<file path="config.mk">
export PLATFORM = sky130hd
export DESIGN_NAME = store_merge_flat
export DESIGN_NICKNAME = d
export VERILOG_FILES = /design/src/rtl/store_merge_if.sv /design/src/rtl/store_merge.sv /design/src/flat_wrapper.sv
export SDC_FILE = /design/constraint.sdc
export NUM_CORES = 1
export LEC_CHECK = 0
export CAP_MARGIN = 20
export CELL_PAD_IN_SITES_DETAIL_PLACEMENT = 2
export CELL_PAD_IN_SITES_GLOBAL_PLACEMENT = 2
export CORE_MARGIN = 3
export CORE_UTILIZATION = 34
export DETAILED_ROUTE_END_ITERATION = 6
export DONT_BUFFER_PORTS = 1
export MAX_ROUTING_LAYER = met4
export PLACE_DENSITY_LB_ADDON = 0.3
export SYNTH_ARGS = -nofsm -noshare
export SYNTH_HDL_FRONTEND = slang
export SYNTH_SLANG_ARGS = --single-unit
</file>
<file path="constraint.sdc">
create_clock -name clk -period 2.2 [get_ports clk]
set_input_delay 0.22 -clock clk [delete_from_list [all_inputs] [get_ports clk]]
set_output_delay 0.22 -clock clk [all_outputs]
set_load 0.1 [all_outputs]
</file>
<file path="src/rtl/store_merge_if.sv">
// Store-side bus between the MEM stage / data SRAM and store_merge.
// The mem_be lane mask exists only when STORE_BE_EN is defined.
interface store_merge_if;
  logic [1:0]  st_op;
  logic [31:0] A;
  logic [31:0] Din;
  logic        busy;
  logic        done;
  logic        addr_err;
  logic [29:0] mem_addr;
  logic        mem_re;
  logic [31:0] mem_rdata;
  logic        mem_we;
  logic [31:0] mem_wdata;
`ifdef STORE_BE_EN
  logic [3:0]  mem_be;
`endif

  // Design-side view.
  modport slave (
    input  st_op, A, Din, mem_rdata,
    output busy, done, addr_err, mem_addr, mem_re, mem_we, mem_wdata
`ifdef STORE_BE_EN
    , output mem_be
`endif
  );

  // Pipeline / memory-side view.
  modport master (
    output st_op, A, Din, mem_rdata,
    input  busy, done, addr_err, mem_addr, mem_re, mem_we, mem_wdata
`ifdef STORE_BE_EN
    , input mem_be
`endif
  );
endinterface

</file>
<file path="src/rtl/store_merge.sv">
// Store aligner for sw/sh/sb. Without byte enables, sub-word stores are a
// read-modify-write on a word-only synchronous SRAM (IDLE->READ->MERGE->WRITE).
// Optional feature macro: STORE_BE_EN -- adds mem_be and writes every store in
// one cycle using replicated data plus a lane mask.
module store_merge (
  input  logic         clk,
  input  logic         reset,
  store_merge_if.slave bus
);

  localparam logic [1:0] OpNone = 2'b00;
  localparam logic [1:0] OpSw   = 2'b01;
  localparam logic [1:0] OpSh   = 2'b10;

  typedef enum logic [1:0] {StIdle, StRead, StMerge, StWrite} state_e;

  state_e      state_q;
  logic        busy_q, rd_q, wr_q, addr_err_q;
  logic [31:0] addr_q, din_q, merged_q;
  logic [1:0]  op_q;
  logic        misaligned;
  logic [31:0] merge_word;
  logic [31:0] wdata;

  // Misalignment check on the live request; sb can never be misaligned.
  always_comb begin
    misaligned = 1'b0;
    if (bus.st_op == OpSw) misaligned = (bus.A[1:0] != 2'b00);
    if (bus.st_op == OpSh) misaligned = bus.A[0];
  end

  // Overlay the latched store data onto the word read back from the SRAM.
  always_comb begin
    merge_word = bus.mem_rdata;
    if (op_q == OpSh) begin
      if (addr_q[1]) merge_word[31:16] = din_q[15:0];
      else           merge_word[15:0]  = din_q[15:0];
    end else begin
      unique case (addr_q[1:0])
        2'b00: merge_word[7:0]   = din_q[7:0];
        2'b01: merge_word[15:8]  = din_q[7:0];
        2'b10: merge_word[23:16] = din_q[7:0];
        2'b11: merge_word[31:24] = din_q[7:0];
        default: ;
      endcase
    end
  end

  // Sequencer: state, registered strobes and latched request in one block.
  always_ff @(posedge clk) begin
    if (reset) begin
      state_q    <= StIdle;
      busy_q     <= 1'b0;
      rd_q       <= 1'b0;
      wr_q       <= 1'b0;
      addr_err_q <= 1'b0;
      addr_q     <= '0;
      din_q      <= '0;
      op_q       <= OpNone;
      merged_q   <= '0;
    end else begin
      addr_err_q <= 1'b0;
      unique case (state_q)
        StIdle: begin
          if (bus.st_op != OpNone) begin
            if (misaligned) begin
              addr_err_q <= 1'b1;
            end else begin
              addr_q <= bus.A;
              din_q  <= bus.Din;
              op_q   <= bus.st_op;
              busy_q <= 1'b1;
`ifdef STORE_BE_EN
              state_q <= StWrite;
              wr_q    <= 1'b1;
`else
              if (bus.st_op == OpSw) begin
                state_q <= StWrite;
                wr_q    <= 1'b1;
              end else begin
                state_q <= StRead;
                rd_q    <= 1'b1;
              end
`endif
            end
          end
        end
        StRead: begin
          state_q <= StMerge;
          rd_q    <= 1'b0;
        end
        StMerge: begin
          state_q  <= StWrite;
          merged_q <= merge_word;
          wr_q     <= 1'b1;
        end
        StWrite: begin
          state_q <= StIdle;
          busy_q  <= 1'b0;
          wr_q    <= 1'b0;
        end
        default: begin
          state_q <= StIdle;
          busy_q  <= 1'b0;
          rd_q    <= 1'b0;
          wr_q    <= 1'b0;
        end
      endcase
    end
  end

`ifdef STORE_BE_EN
  logic [3:0] be_mask;

  // Replicate store data across lanes and build the byte-enable mask.
  always_comb begin
    wdata   = din_q;
    be_mask = 4'b1111;
    if (op_q == OpSh) begin
      wdata   = {2{din_q[15:0]}};
      be_mask = addr_q[1] ? 4'b1100 : 4'b0011;
    end else if (op_q != OpSw) begin
      wdata   = {4{din_q[7:0]}};
      be_mask = 4'b0001 << addr_q[1:0];
    end
  end

  assign bus.mem_be = wr_q ? be_mask : 4'b0000;
`else
  // Full words go out untouched; sub-words use the merged read data.
  always_comb begin
    wdata = (op_q == OpSw) ? din_q : merged_q;
  end
`endif

  // Reset gates the strobes in its own cycle so an aborted store has no effect.
  assign bus.busy      = busy_q;
  assign bus.done      = wr_q & ~reset;
  assign bus.mem_we    = wr_q & ~reset;
  assign bus.mem_re    = rd_q & ~reset;
  assign bus.addr_err  = addr_err_q;
  assign bus.mem_addr  = addr_q[31:2];
  assign bus.mem_wdata = wr_q ? wdata : 32'h0;

endmodule

</file>
<file path="src/flat_wrapper.sv">
// flat-port wrapper written by rule: the top's interface ports become plain ports
module store_merge_flat 
  (clk, reset, bus_st_op, bus_A, bus_Din, bus_mem_rdata, bus_busy, bus_done, bus_addr_err, bus_mem_addr, bus_mem_re, bus_mem_we, bus_mem_wdata);
  store_merge_if bus_i ();
  input  logic clk;
  input  logic reset;
  input wire logic [$bits(bus_i.st_op)-1:0] bus_st_op;
  input wire logic [$bits(bus_i.A)-1:0] bus_A;
  input wire logic [$bits(bus_i.Din)-1:0] bus_Din;
  input wire logic [$bits(bus_i.mem_rdata)-1:0] bus_mem_rdata;
  output wire logic [$bits(bus_i.busy)-1:0] bus_busy;
  output wire logic [$bits(bus_i.done)-1:0] bus_done;
  output wire logic [$bits(bus_i.addr_err)-1:0] bus_addr_err;
  output wire logic [$bits(bus_i.mem_addr)-1:0] bus_mem_addr;
  output wire logic [$bits(bus_i.mem_re)-1:0] bus_mem_re;
  output wire logic [$bits(bus_i.mem_we)-1:0] bus_mem_we;
  output wire logic [$bits(bus_i.mem_wdata)-1:0] bus_mem_wdata;
  assign bus_i.st_op = bus_st_op;
  assign bus_i.A = bus_A;
  assign bus_i.Din = bus_Din;
  assign bus_i.mem_rdata = bus_mem_rdata;
  assign bus_busy = bus_i.busy;
  assign bus_done = bus_i.done;
  assign bus_addr_err = bus_i.addr_err;
  assign bus_mem_addr = bus_i.mem_addr;
  assign bus_mem_re = bus_i.mem_re;
  assign bus_mem_we = bus_i.mem_we;
  assign bus_mem_wdata = bus_i.mem_wdata;
  store_merge u_core (.clk(clk), .reset(reset), .bus(bus_i));
endmodule
</file>
# After elaboration in Yosys (flattened, before gate mapping)
# Cells that the tools add are included.
# W data, S select, Z words.
# totals
out_inout_bits	67
elab_cells	69
in_bits	100
reg_bits	104
# op_classes
n_eq_ne	14
bitwise	6
mux	27
n_reduce_logical	13
# ops
cell	n
$mux W32	3
$mux W16	2
$mux W8	4
$eq A2 B2 Y1 const B	6
$mux W1	11
$eq A2 B1 Y1 const B	4
$pmux W2 S4	1
$reduce_and A4 Y1	2
$reduce_bool A2 Y1	4
$mux W2	3
$reduce_and A3 Y1	2
$logic_not A2 Y1	2
$ne A2 B1 Y1 const B	2
$ne A2 B2 Y1 const B	2
$not A1 Y1	4
$pmux W1 S2	2
$pmux W1 S3	1
$reduce_bool A3 Y1	1
$reduce_or A3 Y1	1
$and A1 B1 Y1	2
$reduce_and A2 Y1	1

# Logic depth before layout (Yosys ltp)
# Gate-level depths: netlist (run 1).
# depth
word_depth	6
depth_mapped	8
mapped_depth_nobuf	6

# Worst setup path after synthesis (run 1)
# No wires, ideal clock.
# synth_path
path_type	register to output
from	reg u_core.op_q[0]
to	out bus_mem_wdata[0]
t_arrival_ns	3.150
path_stages_with_launch	6
slack_ns	-1.170
path_buffers	2
cell_sequence	dfxtp_1 -> nor2b_1 -> clkbuf_1 -> clkbuf_1 -> nand2_1 -> a21boi_0
# synth_between
elab_chain_cells	3
# synth_rtl
item	line	source
from (decl)	store_merge.sv:20	logic [1:0] op_q;
from (signal assigned)	store_merge.sv:59	op_q <= OpNone;
from (signal assigned)	store_merge.sv:71	op_q <= bus.st_op;
$eq A2 B1 Y1	store_merge.sv:132	wdata = (op_q == OpSw) ? din_q : merged_q;
$mux W32	store_merge.sv:132	
$mux W32	store_merge.sv:143	assign bus.mem_wdata = wr_q ? wdata : 32'h0;
to (decl)	flat_wrapper.sv:17	output wire logic [$bits(bus_i.mem_wdata)-1:0] bus_mem_wdata;
# No other way between the ends.

# Final worst setup path (run 1)
# layout_path
from	reg u_core.op_q[0]
to	out bus_mem_wdata[13]
# Same word-level chain as after synthesis.

==> summary.txt, run 1 <==
Drt
  • Overall via count from detail_route: 5,011
  • Number of DRC violations after detailed-routing iteration 0: roughly 230
  • Via-to-Cell Ratio: 5.40
  • Drc violations: 0
  • Count of TritonRoute iterations in the first routing pass: 4
  • Routed wirelength normalized by instance count: around 22 um
  • Aggregate routed wire length: about 20,000 um
  • ANT nets after route: 0

Clock tree
  • Clock tree from TritonCTS: yes
  • Clock latency reported for the late side of the worst-skew pair: 350 ps
  • Clock root cell: sky130_fd_sc_hd__clkbuf_16
  • Post-CTS setup repair buffer count: 0
  • Clock edge transition at the registers on the reported setup and hold paths: about 70 ps
  • Max clock buf depth: 2
  • Num CTS Buffers: 9
  • Number of clock sinks seen by CTS: 104
  • Depth of the CTS H-tree: 3

Global routing
  • Number of global-route vias before repair: 5,543
  • Initial antenna violation count: 0
  • Overall routing resource usage: 0.245
  • Gr ovfl total: 0
  • Wire length of the first global-routing pass: around 30,000 um
  • Maximum number of pins on one net before global-route repair: 101

Place
  • Number of placed instances, taps included: 871
  • HPWL after DPL: 13,000 um
  • Area after detailed placement: 6100 um2
  • Final weighted congestion of routability-driven global placement: between 0.7 and 0.8
  • Count of buffers from port buffering: 0

Layout
  • Nets@finish: between 800 and 900
  • Antenna fix cells: 0
  • Post-route cell area: 6830 um2
  • Share of cells above drive strength 1: 0.192
  • Area growth from synthesis to final layout: 32.8%
  • Non-filler cells, final: a little over 900

Setup path
  • Classification of the worst setup path: flop to output port
  • Data arrival time at the worst-slack endpoint: approximately 1900 ps
  • Critical path startpoint category: flop
  • R2r startpoint: u_core.state_q[0]$_SDFFE_PP0P_
  • Reg2reg path depth: 6
  • Worst Setup EP: bus_mem_wdata[13]
  • Timing startpoint of the critical path: u_core.op_q[0]$_SDFFE_PP0P_
  • Kind of end point of the critical path: output port
  • Worst reg2reg path endpoint: u_core.merged_q[17]$_SDFFE_PP0P_
  • Minimum setup slack among reg-to-reg paths: 120 ps
  • Crit path required time: slightly below 2000 ps
  • Crit Path Max Fanout: 32

Timing
  • Slew of the pin with the lowest slew margin: 783 ps
  • Final min period: 2100 ps
  • Number of hold violations in the final report: 0
  • Maximum frequency from static timing analysis: between 400 and 500 MHz
  • Max-slew violation total from the final report: 0
  • Final setup violation count: 0
  • Setup total negative slack: 0 ps
  • Largest clock skew in the final design: roughly 6.4 ps
  • Hold slack final: 11.9 ps
  • Share of the cycle needed by the critical path after routing: 0.953
  • Max-slew headroom at the worst pin: 0.478

Yosys
  • Cell taking the most area after synthesis: sky130_fd_sc_hd__dfxtp_1
  • Async set or reset register ratio after synthesis: 0
  • Post-synth EDFFs: 0
  • Register area share after synthesis: 0.404
  • Total of flip-flops plus latches after synthesis: 104
  • Net Count, Synth: between 700 and 800
  • Netlist Area Pre-Place: ~5100 um2
  • Cell with the most instances after synthesis: sky130_fd_sc_hd__nand2_1
  • Most used flip-flop cell after synthesis: sky130_fd_sc_hd__dfxtp_1
  • Warnings, synthesis: 0
  • Number of unique standard cell types used by synthesis: 34
  • Synth top area share: 0.404
  • Synth top area cells: sky130_fd_sc_hd__dfxtp_1 (40%), sky130_fd_sc_hd__nand2_1 (17%), sky130_fd_sc_hd__a21oi_1 (6.6%), sky130_fd_sc_hd__buf_4 (5.0%), sky130_fd_sc_hd__a21boi_0 (4.8%)
  • Top post-synthesis cells by count: sky130_fd_sc_hd__nand2_1 (236), sky130_fd_sc_hd__dfxtp_1 (104), sky130_fd_sc_hd__a21oi_1 (68), sky130_fd_sc_hd__buf_4 (34)
  • Cells after synthesis: 689
  • Synthesized area per cell: 7.47 um2

Pwr
  • P per Cell Area: 973 nW/um2
  • Leak pwr: 2.44 nW
  • Peak supply drop: approximately 590 uV

Die
  • Floorplan die width: 129 um
  • Initial Utilization: 0.350
  • Placement Rows: 44
  • Count of boundary I/O pins: 167
  • Area of the die: 16,700 um2
  • Die height: about 130 um
  • Area of the core: about 15,000 um2

Worst hold path
  • Worst min-delay path category: input port to flop
  • Start point of the worst hold path: bus_Din[22]

Status
  • Result of the run: completed

Run
  • Reported max-cap violation count: 0
## state kept, by name, summed over array words and instances, names as in the netlist
signal	cells
u_core.addr_q	32
u_core.din_q	32
u_core.merged_q	32
u_core.op_q	2
u_core.state_q	2
u_core.bus.addr_err	1
u_core.bus.busy	1
u_core.rd_q	1
u_core.wr_q	1
## worst min path at each step
stage / slack [ps] / depth (start not counted) / to
2_1_floorplan: 360 / 2 / u_core.addr_q[10]$_SDFFE_PP0P_
3_3_place_gp: 300 / 1 / u_core.addr_q[17]$_SDFFE_PP0P_
3_5_place_dp: 300 / 1 / u_core.wr_q$_SDFFE_PP0P_
4_1_cts: 0.2 / 2 / u_core.addr_q[18]$_SDFFE_PP0P_
5_1_grt: 0.2 / 2 / u_core.addr_q[3]$_SDFFE_PP0P_
6_report: 10 / 2 / u_core.din_q[22]$_SDFFE_PP0P_
## kinds of logic after synthesis
logic type	share of synthesized area
flip-flops	0.404
AO/OA/AOI/OAI	0.226
adder cells (fa/ha/maj)	0.0122
buffers and inverters	0.111
AND/OR/NAND/NOR	0.213
multiplexers	0.0333
## worst max-delay path, stage by stage, from the launching register on
cell and delay, ps:
sky130_fd_sc_hd__dfxtp_1 390, sky130_fd_sc_hd__nor2b_2 160, sky130_fd_sc_hd__buf_4 350, sky130_fd_sc_hd__nand2_1 160
sky130_fd_sc_hd__a21boi_2 230, sky130_fd_sc_hd__buf_12 200
## metal layers
layer  vias up  part of all wire  global-route usage
met5         -                 0                   -
met4         0             0.020              0.0636
met3        23             0.057              0.0618
met2       141              0.52               0.423
met1      2469              0.41               0.284
li1       2378                 -                   -
## stage by stage
stage / total power (W) / utilization / setup WS (ps)
2_1_floorplan: 0.00436 / - / -410
3_3_place_gp: 0.00486 / 0.415 / 321
3_5_place_dp: 0.00499 / 0.415 / 114
4_1_cts: 0.00668 / 0.462 / 33.2
5_1_grt: 0.00700 / 0.465 / -0.189
6_report: 0.00665 / 0.465 / 103
## power by group
group | leakage, nW | switching [W] | internal [W] | total [W]
Clock | 0.141 | 0.000743 | 0.000827 | 0.00157
Sequential | 0.851 | 0.000197 | 0.00216 | 0.00236
Combinational | 1.45 | 0.00190 | 0.000821 | 0.00272
## what timing repair did
action | in CTS | in global routing
hold buffers | 39 | 2
gates resized for setup | 0 | 5
hold endpoints to repair | 104 | 2
endpoints found under the setup margin | 0 | 25
## final cells by class
class	count	area [um2]
repair buffers	125	1510
multi-input cells	478	2650
well taps	184	230
flip-flops and latches	104	2080
inverters	21	78.8
fillers	1630	7870
clock buffers	11	253
clock inverters	5	31.3
## layout by cell type (no fill, tap or decap), drive strengths merged, types with 9 or more instances in the layout
cell type	Yosys	final
nand2	236	236
dfxtp	104	104
buf	52	84
a21oi	69	69
dlygate4sd3	0	40
a21boi	33	33
nor2	22	22
inv	21	21
o21ai	18	18
a211oi	18	18
o2111ai	16	16
a311oi	16	16
mux2i	16	16
clkbuf	34	12
nand3	9	9
Note: power is estimated with default switching activity, not from simulation.
==> run 2: changes to the inputs <==
TNS_END_PERCENT = 50   (was default)
clock period = 2 ns   (was 2.2 ns; I/O delays follow)
==> run 2 against run 1 <==
  * Critical path type is now flop to flop
  * Hold slack got worse by 100 ps
  * Via count decreased by 2.7%
  * Core utilization decreased by 0.76 points
  * Count of clock-buffer cells in the layout unchanged
  * Register-to-register slack about the same
  * Flip-flop and latch count unchanged
  * Setup slack improved by 6.7 ps
  * Critical endpoint is now u_core.merged_q[26]$_SDFFE_PP0P_
  * Sequential share of layout area increased by 0.56 points
  * Combinational power increased by 11%
  * The flow now finishes with violations (negative hold slack)
  * Largest cell class unchanged
  * Power increased by 13%
  * Routed wire length decreased by 5.2%
  * Highest routed layer unchanged
==> summary.txt, run 2 (same netlist as run 1, synthesis figures left out) <==
Die
  • Floorplan die width: 129 um
  • Count of boundary I/O pins: about 170
  • Initial Utilization: 0.350
  • Placement Rows: between 40 and 50
  • Die height: 129 um
  • Area of the core: roughly 15,000 um2
  • Area of the die: 16,700 um2

Timing
  • Maximum frequency from static timing analysis: 529 MHz
  • Largest clock skew in the final design: 9.80 ps
  • Max-slew violation total from the final report: 0
  • Final setup violation count: 0
  • Setup repair after global routing missed its margin: no
  • Slew of the pin with the lowest slew margin: approximately 530 ps
  • Number of hold violations in the final report: 53
  • Share of the cycle needed by the critical path after routing: 0.945
  • Final min period: 1890 ps
  • Max-slew headroom at the worst pin: 0.647
  • Hold slack final: -90.0 ps

Pwr
  • Peak supply drop: between 600 and 700 uV
  • Net Sw Frac: 0.408
  • Internal power summed over all cells: around 0.0045 W
  • Leak pwr: ~2.4 nW
  • Clock Power Share: 0.256
  • Flop pwr share: 0.345
  • Combinational Power Share: 0.399
  • Sw power: 0.00307 W
  • P per Cell Area: roughly 1100 nW/um2

Run
  • Reported max-cap violation count: 0

Clock tree
  • Num CTS Buffers: 9
  • Number of clock sinks seen by CTS: 104
  • Clock tree from TritonCTS: yes
  • Depth of the CTS H-tree: 3
  • Post-CTS Hold Fix Bufs: 4
  • Clock edge transition at the registers on the reported setup and hold paths: about 70 ps
  • Clock latency reported for the late side of the worst-skew pair: 350 ps
  • Max clock buf depth: 2
  • Clock root cell: sky130_fd_sc_hd__clkbuf_16

Setup path
  • Crit path required time: 2300 ps
  • Kind of end point of the critical path: flop
  • Critical path startpoint category: flop
  • Crit Path Max Fanout: 10
  • Timing startpoint of the critical path: u_core.addr_q[0]$_SDFFE_PP0P_
  • Classification of the worst setup path: flop to flop
  • Data arrival time at the worst-slack endpoint: about 2200 ps
  • R2r startpoint: u_core.addr_q[0]$_SDFFE_PP0P_

Layout
  • Most common library cell in the layout ignoring fill and taps: sky130_fd_sc_hd__nand2_1
  • Share of cells above drive strength 1: 0.214
  • Area growth from synthesis to final layout: 30.6%
  • Leading registers by flop count: u_core.addr_q x32, u_core.din_q x32, u_core.merged_q x32
  • Leading cell types in the layout, fill and taps excluded: sky130_fd_sc_hd__nand2_1 (236), sky130_fd_sc_hd__dfxtp_1 (100), sky130_fd_sc_hd__a21oi_1 (68), sky130_fd_sc_hd__buf_4 (50), sky130_fd_sc_hd__buf_12 (38)
  • Antenna fix cells: 0
  • Nets@finish: 815
  • Non-filler cells, final: 899
  • Post-route cell area: approximately 6700 um2

Global routing
  • Wire length of the first global-routing pass: 29,600 um
  • Initial antenna violation count: 0
  • Overall routing resource usage: 0.234
  • Maximum number of pins on one net before global-route repair: 107
  • Number of global-route vias before repair: 5,335
  • Gr ovfl total: 0

Status
  • Failing checks: negative hold slack
  • Result of the run: complete, but fails checks

Drt
  • Aggregate routed wire length: between 15,000 and 20,000 um
  • Number of DRC violations after detailed-routing iteration 0: 267
  • Drc violations: 0
  • Routed wirelength normalized by instance count: 21.1 um
  • Count of TritonRoute iterations in the first routing pass: 4
  • Via-to-Cell Ratio: approximately 5.4
  • ANT nets after route: 0
  • Overall via count from detail_route: 4,875

Place
  • Final weighted congestion of routability-driven global placement: 0.842
  • Number of placed instances, taps included: 878
  • HPWL after DPL: 13,300 um
  • Area after detailed placement: between 6000 and 7000 um2
  • Count of buffers from port buffering: 0

Worst hold path
  • Start point of the worst hold path: reset
  • Worst min-delay path category: input port to flop
-- run 2: changes by cell type in the layout (fill, tap and decap cells not counted), sizes merged --
cell and change:
bufinv +2, dlygate4sd3 -36, clkinvlp +1, buf +7
clkinv -3
-- run 2: metrics by stage --
stage | worst slack [ps] | utilization | setup TNS (ps) | total power (W)
global placement | 252 | 0.429 | 0 | 0.00548
floorplan | -292 | - | -2180 | 0.00487
global route | 22.6 | 0.457 | 0 | 0.00794
detailed placement | 138 | 0.429 | 0 | 0.00561
finish | 110 | 0.457 | 0 | 0.00754
CTS | 60.8 | 0.454 | 0 | 0.00759
-- run 2: worst paths after layout --
kind | end | slack (ps) | depth (start not counted)
max | u_core.merged_q[26]$_SDFFE_PP0P_ | 110 | 5
min | u_core.addr_q[16]$_SDFFE_PP0P_ | -90 | 1
max reg2reg | u_core.merged_q[26]$_SDFFE_PP0P_ | 110 | 5
min reg2reg | u_core.addr_q[4]$_SDFFE_PP0P_ | 460 | 2
-- run 2: worst max-delay path, cell delays in order (launching register included) --
cell                            delay [ps]
sky130_fd_sc_hd__dfxtp_1               430
sky130_fd_sc_hd__buf_4                 210
sky130_fd_sc_hd__nand2_1               250
sky130_fd_sc_hd__nand2_1               100
sky130_fd_sc_hd__a311oi_1              260
sky130_fd_sc_hd__dlygate4sd3_1         580
-- run 2: cell type report --
type / count / area, um2
Clock inverter: 5 / 80.1
Tap cell: 184 / 230
Timing Repair Buffer: 96 / 1230
Fill cell: 1612 / 7980
Clock buffer: 11 / 243
Sequential cell: 104 / 2090
Multi-Input combinational cell: 478 / 2770
Inverter: 21 / 78.8
-- run 2: power by group through the flow --
stage,clock (W),combinational (W),sequential (W)
floorplan,0,0.00226,0.00261
global placement,0,0.00287,0.00261
detailed placement,0,0.00297,0.00264
CTS,0.00199,0.00301,0.00259
global route,0.00206,0.00324,0.00264
finish,0.00193,0.00301,0.00260
-- run 2: what timing repair did --
| item | CTS | global route |
|---|---|---|
| endpoints found under the setup margin | 0 | 23 |
| gates resized for setup | 0 | 9 |
| hold endpoints to repair | 104 | 100 |
| setup buffers | 0 | 0 |
-- run 2: layer usage --
layer / track usage / share of wire
met5: - / 0
met4: 0.0513 / 0.012
met3: 0.0528 / 0.055
met2: 0.400 / 0.51
met1: 0.284 / 0.42
==> run 3: changes to the inputs <==
ABC_AREA = 1   (was default)
==> run 3 against run 2 <==
  * Largest cell class unchanged
  * Critical endpoint is now bus_mem_wdata[12]
  * Flip-flop and latch count stayed put
  * Critical path type is now flop to output port
  * Maximum frequency shrank 4.9%
  * The run now ends clean
  * Setup slack got worse by 97 ps
  * Register-to-register slack better by 70 ps
==> summary.txt, run 3 <==
Setup path
  • Minimum setup slack among reg-to-reg paths: 180 ps
  • R2r startpoint: u_core.state_q[1]$_SDFFE_PP0P_
  • Classification of the worst setup path: flop to output port
  • Worst reg2reg path endpoint: u_core.din_q[31]$_SDFFE_PP0P_
  • Data arrival time at the worst-slack endpoint: 1790 ps
  • Timing startpoint of the critical path: u_core.op_q[1]$_SDFFE_PP0P_
  • Worst Setup EP: bus_mem_wdata[12]
  • Kind of end point of the critical path: output port
  • Crit Path Max Fanout: 24
  • Critical path startpoint category: flop
  • Reg2reg path depth: 8
  • Crit path required time: 1800 ps

Yosys
  • Number of unique standard cell types used by synthesis: 24
  • Cells after synthesis: around 720
  • Cell taking the most area after synthesis: sky130_fd_sc_hd__dfxtp_1
  • Net Count, Synth: about 830
  • Synth top area cells: sky130_fd_sc_hd__dfxtp_1 (40%), sky130_fd_sc_hd__o21ai_0 (15%), sky130_fd_sc_hd__a21oi_1 (13%), sky130_fd_sc_hd__inv_1 (6.5%), sky130_fd_sc_hd__buf_4 (4.6%)
  • Synth top area share: 0.396
  • Netlist Area Pre-Place: 5250 um2
  • Async set or reset register ratio after synthesis: 0
  • Synthesized area per cell: 7.28 um2
  • Top post-synthesis cells by count: sky130_fd_sc_hd__o21ai_0 (156), sky130_fd_sc_hd__a21oi_1 (141), sky130_fd_sc_hd__dfxtp_1 (104), sky130_fd_sc_hd__inv_1 (91), sky130_fd_sc_hd__nand2_1 (41)
  • Warnings, synthesis: 0
  • Register area share after synthesis: 0.396
  • Most used flip-flop cell after synthesis: sky130_fd_sc_hd__dfxtp_1
  • Total of flip-flops plus latches after synthesis: approximately 100
  • Cell with the most instances after synthesis: sky130_fd_sc_hd__o21ai_0
  • Post-synth EDFFs: 0

Global routing
  • Gr ovfl total: 0
  • Wire length of the first global-routing pass: 30,100 um
  • Number of global-route vias before repair: 5,591
  • Overall routing resource usage: 0.235
  • Maximum number of pins on one net before global-route repair: 77
  • Initial antenna violation count: 1

Die
  • Area of the die: approximately 17,000 um2
  • Area of the core: ~15,000 um2
  • Initial Utilization: 0.355
  • Count of boundary I/O pins: 167
  • Floorplan die width: about 130 um
  • Placement Rows: 44
  • Die height: 130 um

Timing
  • Share of the cycle needed by the critical path after routing: 0.993
  • Largest clock skew in the final design: 10.9 ps
  • Max-slew headroom at the worst pin: 0.339
  • Max-slew violation total from the final report: 0
  • Final setup violation count: 0
  • Setup repair after global routing missed its margin: yes
  • Slew of the pin with the lowest slew margin: 988 ps
  • Final min period: ~2000 ps
  • Number of hold violations in the final report: 0
  • Maximum frequency from static timing analysis: 503 MHz
  • Hold slack final: 17.6 ps

Layout
  • Share of the core filled with cells: 0.449
  • Leading cell types in the layout, fill and taps excluded: sky130_fd_sc_hd__o21ai_0 (155), sky130_fd_sc_hd__a21oi_1 (109), sky130_fd_sc_hd__dfxtp_1 (103), sky130_fd_sc_hd__inv_1 (90), sky130_fd_sc_hd__buf_4 (52)
  • Area growth from synthesis to final layout: 26.6%
  • Leading registers by flop count: u_core.addr_q x32, u_core.din_q x32, u_core.merged_q x32
  • Share of cells above drive strength 1: 0.212
  • Nets@finish: 844
  • Most common library cell in the layout ignoring fill and taps: sky130_fd_sc_hd__o21ai_0

Drt
  • Count of TritonRoute iterations in the first routing pass: 4
  • ANT nets after route: 0
  • Aggregate routed wire length: 19,900 um
  • Overall via count from detail_route: 5,161
  • Drc violations: 0
  • Via-to-Cell Ratio: 5.56
  • Routed wirelength normalized by instance count: ~21 um
  • Number of DRC violations after detailed-routing iteration 0: 284

Pwr
  • Combinational Power Share: 0.492
  • Flop pwr share: 0.303
  • Clock Power Share: 0.205
  • Leak pwr: 2.56 nW
  • Sw power: 0.00424 W
  • Peak supply drop: 588 uV
  • P per Cell Area: 1310 nW/um2
  • Net Sw Frac: 0.485
  • Internal power summed over all cells: 0.00450 W

Place
  • Count of buffers from port buffering: 0
  • Final weighted congestion of routability-driven global placement: 0.804
  • HPWL after DPL: 13,300 um

Clock tree
  • Clock tree from TritonCTS: yes
  • Depth of the CTS H-tree: 3
  • Clock latency reported for the late side of the worst-skew pair: 360 ps
  • Number of clock sinks seen by CTS: 104
  • Max clock buf depth: 2
  • Clock root cell: sky130_fd_sc_hd__clkbuf_16
  • Num CTS Buffers: 9
  • Clock edge transition at the registers on the reported setup and hold paths: 80 ps

Worst hold path
  • Worst min-delay path category: input port to flop
  • Number of cells traversed by the worst hold path: 2

Status
  • Result of the run: completed

Run
  • Reported max-cap violation count: 0
[run 3: cell types whose count changed in the layout (fill, tap and decap cells not counted), moves of 32 or more]
| cell | delta |
|---|---|
| sky130_fd_sc_hd__nand2_1 | -195 |
| sky130_fd_sc_hd__o21ai_0 | +137 |
| sky130_fd_sc_hd__inv_1 | +69 |
| sky130_fd_sc_hd__a21oi_1 | +41 |
| sky130_fd_sc_hd__a21oi_2 | +32 |
| sky130_fd_sc_hd__a31oi_1 | +32 |
[run 3: area by class of cell]
cell class                 count  area, um2
clock buffer                   9        225
fill                        1649       8160
antenna                        1       2.50
multi-input combinational    436       2430
inverter                      93        349
timing repair buffer          95       1260
tap                          184        230
clock inverter                 7       63.8
sequential                   104       2080
[run 3: routing by layer]
layer	vias up	GRT usage	wire, um
met5	-	-	0
met4	0	0.0715	365
met3	23	0.0585	1140
met2	128	0.401	10100
met1	2533	0.271	8280
li1	2477	-	-
[run 3: cells by family after synthesis]
kind of cell             Yosys count  synth area share
AND/OR/NAND/NOR                   62            0.0517
flip-flops                       104             0.396
adder cells (fa/ha/maj)            5            0.0119
AO/OA/AOI/OAI                    369             0.373
buffers and inverters            182             0.167
[run 3: worst min path at each step]
stage,from,endpoint
detailed placement,reset,u_core.state_q[1]$_SDFFE_PP0P_
floorplan,reset,u_core.state_q[1]$_SDFFE_PP0P_
global route,bus_Din[0],u_core.din_q[0]$_SDFFE_PP0P_
finish,bus_Din[5],u_core.din_q[5]$_SDFFE_PP0P_
CTS,bus_Din[1],u_core.din_q[1]$_SDFFE_PP0P_
global placement,reset,u_core.state_q[1]$_SDFFE_PP0P_
[run 3: power by group through the flow]
stage               Sequential, W  Combinational, W  Clock [W]
finish                    0.00265           0.00430    0.00180
global route              0.00269           0.00460    0.00193
CTS                       0.00264           0.00418    0.00184
detailed placement        0.00268           0.00412          0
global placement          0.00266           0.00396          0
floorplan                 0.00269           0.00313          0
[run 3: stage by stage]
stage | area (um2) | setup TNS (ps) | setup slack (ps) | power (W) | std cells
final | 6650 | 0 | 13.5 | 0.00874 | 929
after global routing | 6650 | -152 | -34.1 | 0.00922 | 929
after CTS | 6510 | 0 | 24.5 | 0.00866 | 917
after detailed placement | 6170 | 0 | 158 | 0.00680 | 899
after global placement | 6170 | 0 | 367 | 0.00662 | 899
after floorplan | 5320 | -8520 | -586 | 0.00582 | 722
[run 3: worst max-delay path: stages, from the launching register on]
cell                        delay (ps)
sky130_fd_sc_hd__dfxtp_1           430
sky130_fd_sc_hd__nor2_4             60
sky130_fd_sc_hd__buf_12            140
sky130_fd_sc_hd__bufbuf_16         320
sky130_fd_sc_hd__a21oi_2           240
sky130_fd_sc_hd__buf_12            210
[run 3: repair_timing]
item | 4_1_cts | 5_1_grt
pin swaps | 0 | 1
setup endpoints to repair | 4 | 17
gates cloned | 1 | 2
endpoints found under the hold margin | 1 | 0
setup buffers | 0 | 9
gates resized for setup | 1 | 5
hold buffers | 1 | 0
